<file path="src/rtl/led_arb_pkg.sv">
// Shared types and width helpers for the LED bank arbiter.
package led_arb_pkg;

   typedef enum logic [1:0] {
      IDLE    = 2'd0,
      OWN     = 2'd1,
      HANDOFF = 2'd2
   } state_t;

   function automatic int clog2(input int n);
      int r;
      r = 0;
      for (int v = n - 1; v > 0; v = v >> 1) r++;
      return r;
   endfunction

   // Counter/index width that never collapses to zero bits.
   function automatic int cnt_width(input int n);
      return (n <= 1) ? 1 : clog2(n);
   endfunction

endpackage

</file>
<file path="src/rtl/led_arb_rrpick.sv">
// Combinational round-robin picker: first asserted request after 'last', wrapping.
module led_arb_rrpick #(
   parameter int N_SRC = 4,
   parameter int IW    = 2
) (
   input  logic [N_SRC-1:0] req,
   input  logic [IW-1:0]    last,
   output logic [IW-1:0]    pick,
   output logic             found
);

   logic [IW-1:0] idx;

   // The scan ends on 'last' itself, so the previous owner only wins when nobody else asks.
   always_comb begin
      // NOTE: every output gets a default before the loop, otherwise a latch is inferred.
      pick  = '0;
      found = 1'b0;
      idx   = '0;
      for (int k = 1; k <= N_SRC; k++) begin
         idx = IW'((int'(last) + k) % N_SRC);
         if (!found && req[idx]) begin
            found = 1'b1;
            pick  = idx;
         end
      end
   end

endmodule

</file>
<file path="src/rtl/led_arb.sv">
// Round-robin arbiter time-sharing one LED bank between counter sources,
// with dwell windows counted in tick strobes and a blank between owners.
module led_arb
   import led_arb_pkg::*;
#(
   parameter  int N_SRC = 4,
   parameter  int WIDTH = 8,
   parameter  int DWELL = 4,
   localparam int IW    = cnt_width(N_SRC),
   localparam int DW    = cnt_width(DWELL)
) (
   input  logic                   clk,
   input  logic                   rstn,
   input  logic                   tick,
   input  logic [N_SRC-1:0]       req,
   input  logic [N_SRC*WIDTH-1:0] src_data,
   input  logic                   lock,
   output logic [WIDTH-1:0]       leds,
   output logic [N_SRC-1:0]       grant,
   output logic [IW-1:0]          owner,
   output logic                   busy
);

   state_t           state, state_nxt;
   logic [WIDTH-1:0] leds_nxt;
   logic [N_SRC-1:0] grant_nxt;
   logic [IW-1:0]    owner_nxt, pick;
   logic [DW-1:0]    dwell_cnt, dwell_nxt;
   logic             busy_nxt, found, expire, other_req;
   logic [WIDTH-1:0] src [N_SRC];

   for (genvar i = 0; i < N_SRC; i++) begin : g_src
      assign src[i] = src_data[i*WIDTH +: WIDTH];
   end

   led_arb_rrpick #(
      .N_SRC (N_SRC),
      .IW    (IW)
   ) u_pick (
      .req   (req),
      .last  (owner),
      .pick  (pick),
      .found (found)
   );

   assign expire    = tick && (dwell_cnt == DW'(DWELL - 1));
   assign other_req = |(req & ~grant);

   always_comb begin
      state_nxt = state;
      leds_nxt  = '0;
      grant_nxt = grant;
      owner_nxt = owner;
      busy_nxt  = busy;
      dwell_nxt = dwell_cnt;

      unique case (state)
         IDLE, HANDOFF: begin
            state_nxt = IDLE;
            grant_nxt = '0;
            busy_nxt  = 1'b0;
            dwell_nxt = '0;
            if (found) begin
               state_nxt = OWN;
               owner_nxt = pick;
               grant_nxt = N_SRC'(1) << pick;
               busy_nxt  = 1'b1;
            end
         end

         OWN: begin
            leds_nxt = src[owner];
            if (tick) dwell_nxt = expire ? '0 : dwell_cnt + DW'(1);
            // Release wins over expiry and lock; a lone owner keeps the bank unblanked.
            if (!req[owner] || (expire && !lock && other_req)) begin
               state_nxt = HANDOFF;
               grant_nxt = '0;
               busy_nxt  = 1'b0;
               dwell_nxt = '0;
            end
         end

         default: begin
            state_nxt = IDLE;
            grant_nxt = '0;
            busy_nxt  = 1'b0;
            dwell_nxt = '0;
         end
      endcase
   end

   always_ff @(posedge clk or negedge rstn) begin
      if (!rstn) begin
         state     <= IDLE;
         leds      <= '0;
         grant     <= '0;
         owner     <= IW'(N_SRC - 1);
         busy      <= 1'b0;
         dwell_cnt <= '0;
      end else begin
         // NOTE: non-blocking assignments so every flop samples pre-edge values.
         state     <= state_nxt;
         leds      <= leds_nxt;
         grant     <= grant_nxt;
         owner     <= owner_nxt;
         busy      <= busy_nxt;
         dwell_cnt <= dwell_nxt;
      end
   end

endmodule

</file>
<file path="config.mk">
export PLATFORM = sky130hd
export DESIGN_NAME = led_arb
export DESIGN_NICKNAME = d
export VERILOG_FILES = /design/src/rtl/led_arb_pkg.sv /design/src/rtl/led_arb_rrpick.sv /design/src/rtl/led_arb.sv
export SDC_FILE = /design/constraint.sdc
export NUM_CORES = 1
export LEC_CHECK = 0
export BUFFER_PORTS_ARGS = -buffer_cell sky130_fd_sc_hd__buf_2
export CAP_MARGIN = 20
export CORE_MARGIN = 3
export CORE_UTILIZATION = 47
export DETAILED_ROUTE_END_ITERATION = 7
export MAX_ROUTING_LAYER = met4
export PLACE_DENSITY = 0.87
export SYNTH_ARGS = -nofsm -noshare
export SYNTH_HDL_FRONTEND = slang
export SYNTH_SLANG_ARGS = --single-unit
export TNS_END_PERCENT = 10
</file>
<file path="constraint.sdc">
create_clock -name clk -period 3.49 [get_ports clk]
set_input_delay 0.349 -clock clk [delete_from_list [all_inputs] [get_ports clk]]
set_output_delay 0.349 -clock clk [all_outputs]
set_load 0.005 [all_outputs]
</file>
# After elaboration in Yosys (flattened, before gate mapping)
# Cells that the tools add are included.
[word_totals] output_inout_bits=15 ff_bits=19
[op_classes] n_shift=1 n_reduce_logical=16 bitwise=3 order_cmp=6 add_sub_neg=5 eq_ne=5 muxes=35
[ops] cell="$mux 8" count=3
[ops] cell="$mux 2" count=9
[ops] cell="$bmux 8 s2" count=1
[ops] cell="$lt 2x3->1 const B" count=5
[ops] cell="$mux 1" count=12
[ops] cell="$bmux 1 s2" count=5
[ops] cell="$mux 4" count=2
[ops] cell="$pmux 4 s2" count=1
[ops] cell="$add 2x1->2 const B" count=3
[ops] cell="$logic_and 1x1->1" count=6
[ops] cell="$logic_not 1->1" count=5
[ops] cell="$add 2x2->2 const B" count=2
[ops] cell="$and 4x4->4" count=1
[ops] cell="$eq 2x2->1 const B" count=2
[ops] cell="$not 4->4" count=1
[ops] cell="$pmux 2 s2" count=1
[ops] cell="$reduce_or 4->1" count=1
[ops] cell="$shl 1x2->4 const A" count=1
[ops] cell="$ge 3x3->1 const B" count=1
[ops] cell="$ne 3x3->1 const B" count=1
[ops] cell="$not 2->3" count=1
[ops] cell="$eq 2x1->1 const B" count=1
[ops] cell="$logic_not 2->1" count=1
[ops] cell="$ne 2x2->1 const B" count=1
[ops] cell="4 further kinds" count=4

# Depth between registers and ports, before layout
# Gate-level depths: netlist (run 1).
[logic_depth] depth_word=16 ltp_mapped=6 ltp_nobuf=4

# Hierarchy
# From an unflattened synthesis (run 1), not the netlist that was laid out.
[hier_totals] cells_unflattened=83 area_unflattened_um2=1047.3
[by_module_without_submodules] module="led_arb" area_each_um2=955.9 cells_per_inst=69 n_inst=1
[by_module_without_submodules] module="led_arb_rrpick" area_each_um2=91.3 cells_per_inst=14 n_inst=1

# Least setup slack after synthesis (run 1)
# Ideal clock, no wire load.
[synth_timing] path_kind="reg2reg" start="reg owner[1]" end="reg state[0]" t_arrival_ps=1554 setup_ps=124 period_less_slack_ps=1679 t_required_ps=3366 setup_slack_ps=1811 n_path_buf=1 stages_incl_launch_ff=5 path_cell_list="dfstp_2 > mux4_1 > o311a_1 > buf_6 > or2_1"
[synth_between] elab_chain_cells=15
[synth_rtl] element="from (decl)" line="led_arb.sv:20" rtl="output logic [IW-1:0] owner,"
[synth_rtl] element="from (signal assigned)" line="led_arb.sv:97" rtl="owner <= IW'(N_SRC - 1);"
[synth_rtl] element="from (signal assigned)" line="led_arb.sv:105" rtl="owner <= owner_nxt;"
[synth_rtl] element="$add 2x1->2" line="led_arb_rrpick.sv:21" rtl="idx = IW'((int'(last) + k) % N_SRC);"
[synth_rtl] element="$bmux 1 s2" line="led_arb_rrpick.sv:22" rtl="if (!found && req[idx]) begin"
[synth_rtl] element="$mux 1 (not written as such)" line="led_arb_rrpick.sv:22"
[synth_rtl] element="$mux 1" line="led_arb_rrpick.sv:22"
[synth_rtl] element="$logic_not 1->1" line="led_arb_rrpick.sv:22"
[synth_rtl] element="$logic_and 1x1->1" line="led_arb_rrpick.sv:22"
[synth_rtl] element="$mux 1" line="led_arb_rrpick.sv:22"
[synth_rtl] element="$logic_not 1->1" line="led_arb_rrpick.sv:22"
[synth_rtl] element="$logic_and 1x1->1" line="led_arb_rrpick.sv:22"
[synth_rtl] element="$mux 1" line="led_arb_rrpick.sv:22"
[synth_rtl] element="$logic_not 1->1" line="led_arb_rrpick.sv:22"
[synth_rtl] element="$logic_and 1x1->1" line="led_arb_rrpick.sv:22"
[synth_rtl] element="$mux 1" line="led_arb_rrpick.sv:22"
[synth_rtl] element="$mux 1" line="led_arb.sv:63" rtl="if (found) begin"
[synth_rtl] element="$pmux 2 s2" line="led_arb.sv:57" rtl="unique case (state)"
[synth_rtl] element="to (signal assigned)" line="led_arb.sv:102" rtl="state <= state_nxt;"
[synth_rtl] element="to (decl)" line="led_arb.sv:24" rtl="state_t state, state_nxt;"
# Several ways; a longest one is shown, not always the timed one. The select of a mux whose other input is x is not followed.
# A chain may end at the register's enable or synchronous reset.

# Final worst setup path (run 1)
# Ends and elaborated chain as after synthesis.

==> out/qor.txt, run 1 <==
status - finished, final reports clean
Post-Synthesis Cells - 84
# rows - 16
Post-DP HPWL - 1940 um
GRT Util Overall - 18.9%
unrepaired setup endpoints after global routing - false
TritonCTS clock tree - yes
largest net degree at the start of global routing - 20
syn_nets - 125
syn avg cell area - 12.4 um2
drt wl/cell - 14.0 um
CP Launch Type - register
Horiz. Die Dim - 53.1 um
Max Freq - 529 MHz
Post-DRT Antenna Nets - 0
Post-route DRC - 0
sequential element share of the synthesized area - 45.7%
placer congestion estimate - 0.830
Initial Utilization - 51.2%
pwr dens - 707 mW/mm2
Area after DPL - 0.00132 mm2
Critical Setup Path Class - reg2reg
dominant cells by area after synthesis - dfrtp_1, mux4_2, nor2b_1
Worst path slowest cell - dfstp_2
crit path cell chain - mux4_1, o311a_1, or2_1
clk buf depth - 2
total number of vias - 838
fin crit period - 1.89 ns
worst path buffer plus inverter count - 0
area of the core - 0.00204 mm2
io pins - 55
dominant cell type by area after synthesis - dfrtp_1
router iterations before antenna repair - 4
Worst path depth - 3
Yosys reg bits - 19
clk_lat worst skew - 0.29 ns
die area - 0.00282 mm2
Leakage - 0.691 nW
share of post-route cells with drive strength above 1 - 49.6%
WP data arrival - 2.08 ns
Worst Reg-to-Reg Cells - 3
worst vdd ir - 0.415 mV
total power - 0.960 mW
first-pass GRT wire length - 3610 um
Setup Skew - 0.00513 ns
clock share of power - 11.3%
Psw - 0.330 mW
most frequent cells in the layout - buf_2, dfrtp_1, nor2b_1
sequential power share - 43.8%
hold depth - 3
Slew HR - 74.0%
Slew @ Worst Pin - 0.391 ns
fin. max-slew vios - 0
total congestion overflow - 0
fin area - 0.00136 mm2
total CTS buffers - 3
Mapped Area - 0.00104 mm2
vias in the first global route - 793
critical path fanouts, max - 15
area delta synth->final - 29.9%
CTS clk-pin slew, worst paths - 0.10 ns
max cap viols - 0
Combinational Power Share - 45.0%
CP top delay family - flip-flops
Fin. Hold Viols - 0
Cell Int Power - 0.629 mW
Root Buffer - clkbuf_4
Yosys warning total - 0
Crit path largest cell delay - 0.72 ns
Setup violations, final - 0
IO buf count - 54
WL final - 2320 um
post-CTS sizing - 0
Switching Fraction - 34.4%
Worst Setup End Kind - register
Setup TNS - 0 ns
initial antenna violation count - 0
period utilization - 54.2%
Diodes inserted - 0
Netlist cell types - 31
initial DRC count - 13
commonest non-fill, non-tap cell in the layout - buf_2
share of the synthesized area in the top cell type - 40.7%
H-tree depth - 1
Sink Count - 19
CP required - 3.68 ns
Worst Hold Class - in2reg
Die Ht - 53.1 um
# nets final - 181
number of vias per cell - 5.05
path summary, 6_finish.rpt:
path | start | to | slack, ns
max | owner[1] | state[0] | 1.60
max in group asynchronous | rstn | owner[1] | 2.67
min in group asynchronous | rstn | grant[2] | 0.50
min reg2reg | busy | busy | 0.48
max reg2reg | owner[1] | state[0] | 1.60
min | tick | dwell_cnt[1] | 0.38
layout make-up:
class	count	area (um2)
Tap cell	27	33.8
Sequential cell	19	478
Clock buffer	4	26.3
Timing Repair Buffer	55	280
Inverter	3	11.3
Fill cell	169	684
Multi-Input combinational cell	58	528
synthesized netlist by cell type, drive strengths merged:
| master | n |
|---|---|
| a211oi | 1 |
| a21o | 2 |
| a21oi | 2 |
| a22o | 1 |
| a32o | 1 |
| buf | 3 |
| clkbuf | 1 |
| dfrtp | 17 |
| dfstp | 2 |
| ha | 1 |
| inv | 3 |
| mux2i | 1 |
| mux4 | 9 |
| nand2 | 5 |
| nand2b | 6 |
| nor2 | 4 |
| nor2b | 11 |
| nor3 | 1 |
| nor3b | 1 |
| o2111a | 1 |
| o21a | 1 |
| o21ai | 2 |
| o221ai | 1 |
| o22ai | 1 |
| o2bb2ai | 2 |
| o311a | 1 |
| or2 | 3 |
routing by layer:
metal | global-route usage (%) | wire, um | vias to the layer above
li1 | - | - | 419
met1 | 23.1 | 883 | 389
met2 | 29.5 | 1270 | 26
met3 | 5.07 | 139 | 4
met4 | 8.09 | 25 | 0
met5 | - | 0 | -
power by group through the flow:
| stage | sequential, mW | combinational, mW | clock, mW |
|---|---|---|---|
| after floorplan | 0.390 | 0.334 | 0 |
| after global placement | 0.422 | 0.426 | 0 |
| after detailed placement | 0.427 | 0.437 | 0 |
| after CTS | 0.422 | 0.439 | 0.111 |
| after global routing | 0.439 | 0.481 | 0.123 |
| final | 0.420 | 0.432 | 0.108 |
per-stage QoR:
stage	instances	hold slack, ns	util (%)	worst slack (ns)
6_report	166	0.384	66.5	1.60
5_1_grt	166	0.394	66.5	1.52
4_1_cts	166	0.389	66.5	1.58
3_5_place_dp	161	0.295	64.7	1.59
3_3_place_gp	161	0.290	64.7	1.62
2_1_floorplan	84	0.0534	-	1.81
flip-flops by register name, summed over array words and instances, names as in the netlist:
signal / count
busy: 1
dwell_cnt: 2
grant: 4
leds: 8
owner: 2
state: 2
logic make-up (layout without fill, tap and decap cells):
family                   count (synthesis)  count (layout)  share of synthesized area [%]
adder cells (fa/ha/maj)                  1               1                           1.20
buffers and inverters                    7              62                           3.71
flip-flops                              19              19                           45.7
multiplexers                            10              10                           20.7
AO/OA/AOI/OAI                           16              16                           12.2
AND/OR/NAND/NOR                         31              31                           16.4
worst min-delay path: stages:
cell     delay (ns)
buf_2          0.11
mux2i_1        0.07
nor2b_1        0.11
what timing repair did:
action | in CTS | in global routing
endpoints found under the hold margin | 17 | 0
hold buffers | 1 | 0
setup buffers | 0 | 0
Note: power is estimated with default switching activity, not from simulation.
==> run 2, diff against run 1 <==
--- a/config.mk
+++ b/config.mk
@@ -5,13 +5,14 @@
 export SDC_FILE = /design/constraint.sdc
 export NUM_CORES = 1
 export LEC_CHECK = 0
+export ABC_AREA = 1
 export BUFFER_PORTS_ARGS = -buffer_cell sky130_fd_sc_hd__buf_2
 export CAP_MARGIN = 20
 export CORE_MARGIN = 3
-export CORE_UTILIZATION = 47
+export CORE_UTILIZATION = 41
 export DETAILED_ROUTE_END_ITERATION = 7
 export MAX_ROUTING_LAYER = met4
-export PLACE_DENSITY = 0.87
+export PLACE_DENSITY = 0.78
 export SYNTH_ARGS = -nofsm -noshare
 export SYNTH_HDL_FRONTEND = slang
 export SYNTH_SLANG_ARGS = --single-unit
==> constraint.sdc (replaced) <==
create_clock -name clk -period 1.6 [get_ports clk]
set_input_delay 0.16 -clock clk [delete_from_list [all_inputs] [get_ports clk]]
set_output_delay 0.16 -clock clk [all_outputs]
set_load 0.005 [all_outputs]
==> out/qor.txt, run 2 <==
status - complete, but fails checks
failing checks - negative setup slack
final core occ - 67.3%
area delta synth->final - 48.2%
io pins - 55
Post-synth top cells - nand2_1, nand3_1, dfrtp_1
CP Launch Type - register
Critical Setup Path Class - reg2reg
CP required - 1.79 ns
critical path fanouts, max - 8
CTS clk-pin slew, worst paths - 0.10 ns
Critical Path Source - owner[0]
Setup crit end - grant[1]
fin area - 0.00176 mm2
Biggest register - leds
most frequent cells in the layout - buf_2, nand2_1, nand3_1
biggest regs - leds (8), grant (4)
total power - 3.46 mW
WP data arrival - 1.79 ns
share of the synthesized area in the top cell type - 35.8%
Setup Skew - 0.00402 ns
Post-Synthesis Cells - 159
count leader, synth - nand2_1
Worst Setup End Kind - register
total CTS buffers - 3
Post-DRT Antenna Nets - 0
post-place setup slack - -0.0736 ns
Slew HR - 73.6%
Horiz. Die Dim - 59.8 um
Mapped Area - 0.00119 mm2
period utilization - 100%
Worst R2R Setup Slack - -0.001 ns
total number of vias - 1,342
syn_nets - 200
IO buf count - 54
die area - 0.00358 mm2
fin crit period - 1.60 ns
Setup TNS - -0.00229 ns
initial DRC count - 60
first-pass GRT wire length - 5150 um
Cells after DPL - 248
Combinational Power Share - 70.4%
dominant cell type by area after synthesis - dfrtp_1
final worst setup slack - -0.00140 ns
pwr dens - 1970 mW/mm2
clk buf depth - 2
Area after DPL - 0.00154 mm2
Yosys warning total - 0
TritonCTS clock tree - yes
sequential element share of the synthesized area - 40.3%
commonest non-fill, non-tap cell in the layout - buf_2
Psw - 1.68 mW
clk_lat worst skew - 0.29 ns
H-tree depth - 1
Root Buffer - clkbuf_4
max cap viols - 0
Post-DP HPWL - 2580 um
placer congestion estimate - 0.888
# rows - 18
WL final - 3480 um
RR Startpoint - owner[0]
dominant cells by area after synthesis - dfrtp_1, nand2_1, nand3_1
Slew @ Worst Pin - 0.395 ns
Yosys reg bits - 19
Worst Hold Class - in2reg
Fin. Hold Viols - 0
Cell Int Power - 1.79 mW
Finished Layout Cells - 258
area of the core - 0.00261 mm2
fin. max-slew vios - 0
# nets final - 270
FF-to-FF End - grant[1]
unrepaired setup endpoints after global routing - true
Setup violations, final - 2
number of vias per cell - 5.20
# fillers - 244
HP Start - tick
vias in the first global route - 1,177
EDFF count, synth - 0
Hold Slack - 0.127 ns
total congestion overflow - 0
Netlist cell types - 29
clock share of power - 6.6%
Die Ht - 59.8 um
worst vdd ir - 1.19 mV
router iterations before antenna repair - 4
Leakage - 0.950 nW
drt wl/cell - 13.5 um
syn avg cell area - 7.47 um2
Post-route DRC - 0
largest net degree at the start of global routing - 20
share of post-route cells with drive strength above 1 - 54.4%
sequential power share - 23.0%
ys async rst share - 100%
Max Freq - 624 MHz
Diodes inserted - 0
Switching Fraction - 48.4%
initial antenna violation count - 0
max FFs per register - 8
Worst Reg-to-Reg Cells - 12
ys flop type - dfrtp_1
Initial Utilization - 45.5%
GRT Util Overall - 19.4%
Sink Count - 19
run 2: cells by family after synthesis:
family          share of synthesized area, %
simple gates                            35.3
buf+inv                                 9.69
compound gates                          13.7
flops                                   40.3
fa+ha+maj                               1.05
run 2: what timing repair did:
item | 4_1_cts | 5_1_grt
pin swaps | 12 | 10
buffers inserted | 4 | 1
setup endpoints to repair | 12 | 12
hold endpoints to repair | 17 | 0
gates resized for setup | 13 | 32
hold buffers | 1 | 0
run 2: per-layer routing:
layer,global-route usage (%),share of wire (%),vias to the layer above
li1,-,-,669
met1,27.3,45,628
met2,29.8,51,41
met3,1.30,3.5,4
met4,6.01,1.2,0
met5,-,0,-
run 2: worst min path at each step:
stage                         to  cells after the start  slack, ns
finish              dwell_cnt[1]                      3       0.13
global route        dwell_cnt[1]                      3       0.13
CTS                 dwell_cnt[1]                      3       0.11
detailed placement  dwell_cnt[0]                      1       0.11
global placement    dwell_cnt[0]                      1       0.11
floorplan                   busy                      0      -0.14
run 2: worst max-delay path, stage by stage (launching register included):
cell     delay (ns)
dfstp_2        0.55
buf_6          0.13
inv_8          0.05
nand2_2        0.06
nand2_2        0.09
nand2_4        0.10
nand2_4        0.06
nor2_4         0.10
nand3_1        0.09
nand3_2        0.10
inv_2          0.06
nand3_1        0.07
nand2_1        0.05
run 2: area by class of cell:
cell class              instances  area, um2  share of cell area [%]
flip-flops and latches         19        478                    27.2
multi-input cells             114        726                    41.3
clock inverters                 1       5.00                   0.284
well taps                      30       37.5                    2.13
repair buffers                 71        408                    23.2
inverters                      20       82.6                    4.69
clock buffers                   3       22.5                    1.28
run 2: power by group through the flow:
stage	Combinational [mW]	Clock [mW]	Sequential [mW]
after floorplan	1.26	0	0.815
after global placement	1.83	0	0.836
after detailed placement	1.86	0	0.838
after CTS	2.06	0.235	0.794
after global routing	2.68	0.258	0.818
final	2.44	0.230	0.796
==> run 3, diff against run 2 <==
--- a/config.mk
+++ b/config.mk
@@ -9,10 +9,10 @@
 export BUFFER_PORTS_ARGS = -buffer_cell sky130_fd_sc_hd__buf_2
 export CAP_MARGIN = 20
 export CORE_MARGIN = 3
-export CORE_UTILIZATION = 41
+export CORE_UTILIZATION = 49
 export DETAILED_ROUTE_END_ITERATION = 7
 export MAX_ROUTING_LAYER = met4
-export PLACE_DENSITY = 0.78
+export PLACE_DENSITY = 0.87
 export SYNTH_ARGS = -nofsm -noshare
 export SYNTH_HDL_FRONTEND = slang
 export SYNTH_SLANG_ARGS = --single-unit
==> constraint.sdc (replaced) <==
create_clock -name clk -period 2 [get_ports clk]
set_input_delay 0.2 -clock clk [delete_from_list [all_inputs] [get_ports clk]]
set_output_delay 0.2 -clock clk [all_outputs]
set_load 0.005 [all_outputs]
==> out/qor.txt, run 3 (synthesis gave the netlist of run 2 again) <==
status - finished, final reports clean
Sink Count - 19
Worst Setup End Kind - register
Setup violations, final - 0
largest net degree at the start of global routing - 20
hold buffers post-CTS - 1
total number of vias - 1,230
CP required - 2.22 ns
Diodes inserted - 0
placer congestion estimate - 0.907
unrepaired setup endpoints after global routing - false
# rows - 17
fin crit period - 1.76 ns
critical path fanouts, max - 17
Setup TNS - 0 ns
Psw - 1.04 mW
sequential power share - 31.3%
die area - 0.00305 mm2
H-tree depth - 1
max FFs per register - 8
Critical Setup Path Class - reg2reg
Hold Slack - 0.165 ns
Post-DRT Antenna Nets - 0
most frequent cells in the layout - buf_2, nand2_1, nand3_1
vias in the first global route - 1,132
io pins - 55
period utilization - 87.9%
Combinational Power Share - 60.0%
clock share of power - 8.7%
Horiz. Die Dim - 55.2 um
IO buf count - 54
Root Buffer - clkbuf_4
Post-DP HPWL - 2300 um
max cap viols - 0
post-place setup slack - 0.253 ns
area delta synth->final - 27.0%
Fin. Hold Viols - 0
router iterations before antenna repair - 4
total CTS buffers - 3
Max Freq - 569 MHz
Slew HR - 72.2%
area of the core - 0.00225 mm2
Worst Reg-to-Reg Cells - 10
Initial Utilization - 52.7%
fin. max-slew vios - 0
drt wl/cell - 11.7 um
final worst setup slack - 0.241 ns
Die Ht - 55.2 um
commonest non-fill, non-tap cell in the layout - buf_2
clk_lat worst skew - 0.29 ns
Post-route DRC - 0
WL final - 2830 um
first-pass GRT wire length - 4880 um
hold depth - 3
CP Launch Type - register
Leakage - 0.848 nW
GRT Util Overall - 19.8%
TritonCTS clock tree - yes
total congestion overflow - 0
clk buf depth - 2
initial antenna violation count - 0
number of vias per cell - 5.08
CTS clk-pin slew, worst paths - 0.11 ns
post-CTS sizing - 0
# nets final - 256
WP data arrival - 1.98 ns
pwr dens - 1440 mW/mm2
share of post-route cells with drive strength above 1 - 38.3%
worst vdd ir - 0.982 mV
biggest regs - leds (8), grant (4)
Cell Int Power - 1.13 mW
Setup Skew - 0.00674 ns
Biggest register - leds
Slew @ Worst Pin - 0.416 ns
Worst Hold Class - in2reg
initial DRC count - 37
setup bufs post-CTS - 0
Switching Fraction - 47.8%
## run 3: changes by cell type in the layout (fill, tap and decap cells not counted), sizes merged
cell,previous run,this run
buf,69,56
clkbuf,4,3
## run 3: final cells by class
type,count,area [um2]
clock buffers,3,22.5
clock inverters,1,5.00
fillers,207,747
inverters,20,77.6
multi-input cells,114,594
flip-flops and latches,19,478
well taps,28,35.0
repair buffers,57,295
## run 3: critical path, cell delays in order (launching register included)
cell,delay [ns]
dfstp_2,0.69
inv_4,0.14
nand2_1,0.08
nand2_1,0.09
nand2_2,0.10
nand2_2,0.08
nor2_4,0.10
nand3_2,0.10
nand2_2,0.11
nand2_1,0.05
and2_1,0.16
## run 3: routing by layer
| layer | routed length (um) | share of wire, % | up-vias | track usage (%) |
|---|---|---|---|---|
| met5 | 0 | 0 | - | - |
| li1 | - | - | 637 | - |
| met1 | 1270 | 45 | 562 | 24.6 |
| met4 | 31 | 1.1 | 0 | 5.21 |
| met2 | 1420 | 50 | 29 | 34.0 |
| met3 | 105 | 3.7 | 2 | 2.57 |
## run 3: metrics by stage
step	instance area [um2]	std cells	power [mW]	utilization, %
after floorplan	1190	159	1.66	-
after global placement	1470	237	1.98	65.2
after detailed placement	1470	237	2.00	65.2
after CTS	1510	242	2.18	66.9
after global routing	1510	242	2.41	66.9
final	1510	242	2.17	66.9
## run 3: path summary, 6_finish.rpt
check	from	slack (ns)	to
max	owner[0]	0.24	owner[0]
min	tick	0.17	dwell_cnt[1]
max reg2reg	owner[0]	0.24	owner[0]
min reg2reg	busy	0.49	busy
max in group asynchronous	rstn	1.31	owner[0]
min in group asynchronous	rstn	0.36	dwell_cnt[1]
## run 3: power by group through the flow
stage / clock network, mW / logic [mW] / registers (mW)
2_1_floorplan: 0 / 1.01 / 0.652
3_3_place_gp: 0 / 1.29 / 0.685
3_5_place_dp: 0 / 1.31 / 0.687
4_1_cts: 0.191 / 1.31 / 0.682
5_1_grt: 0.211 / 1.49 / 0.707
6_report: 0.188 / 1.30 / 0.680
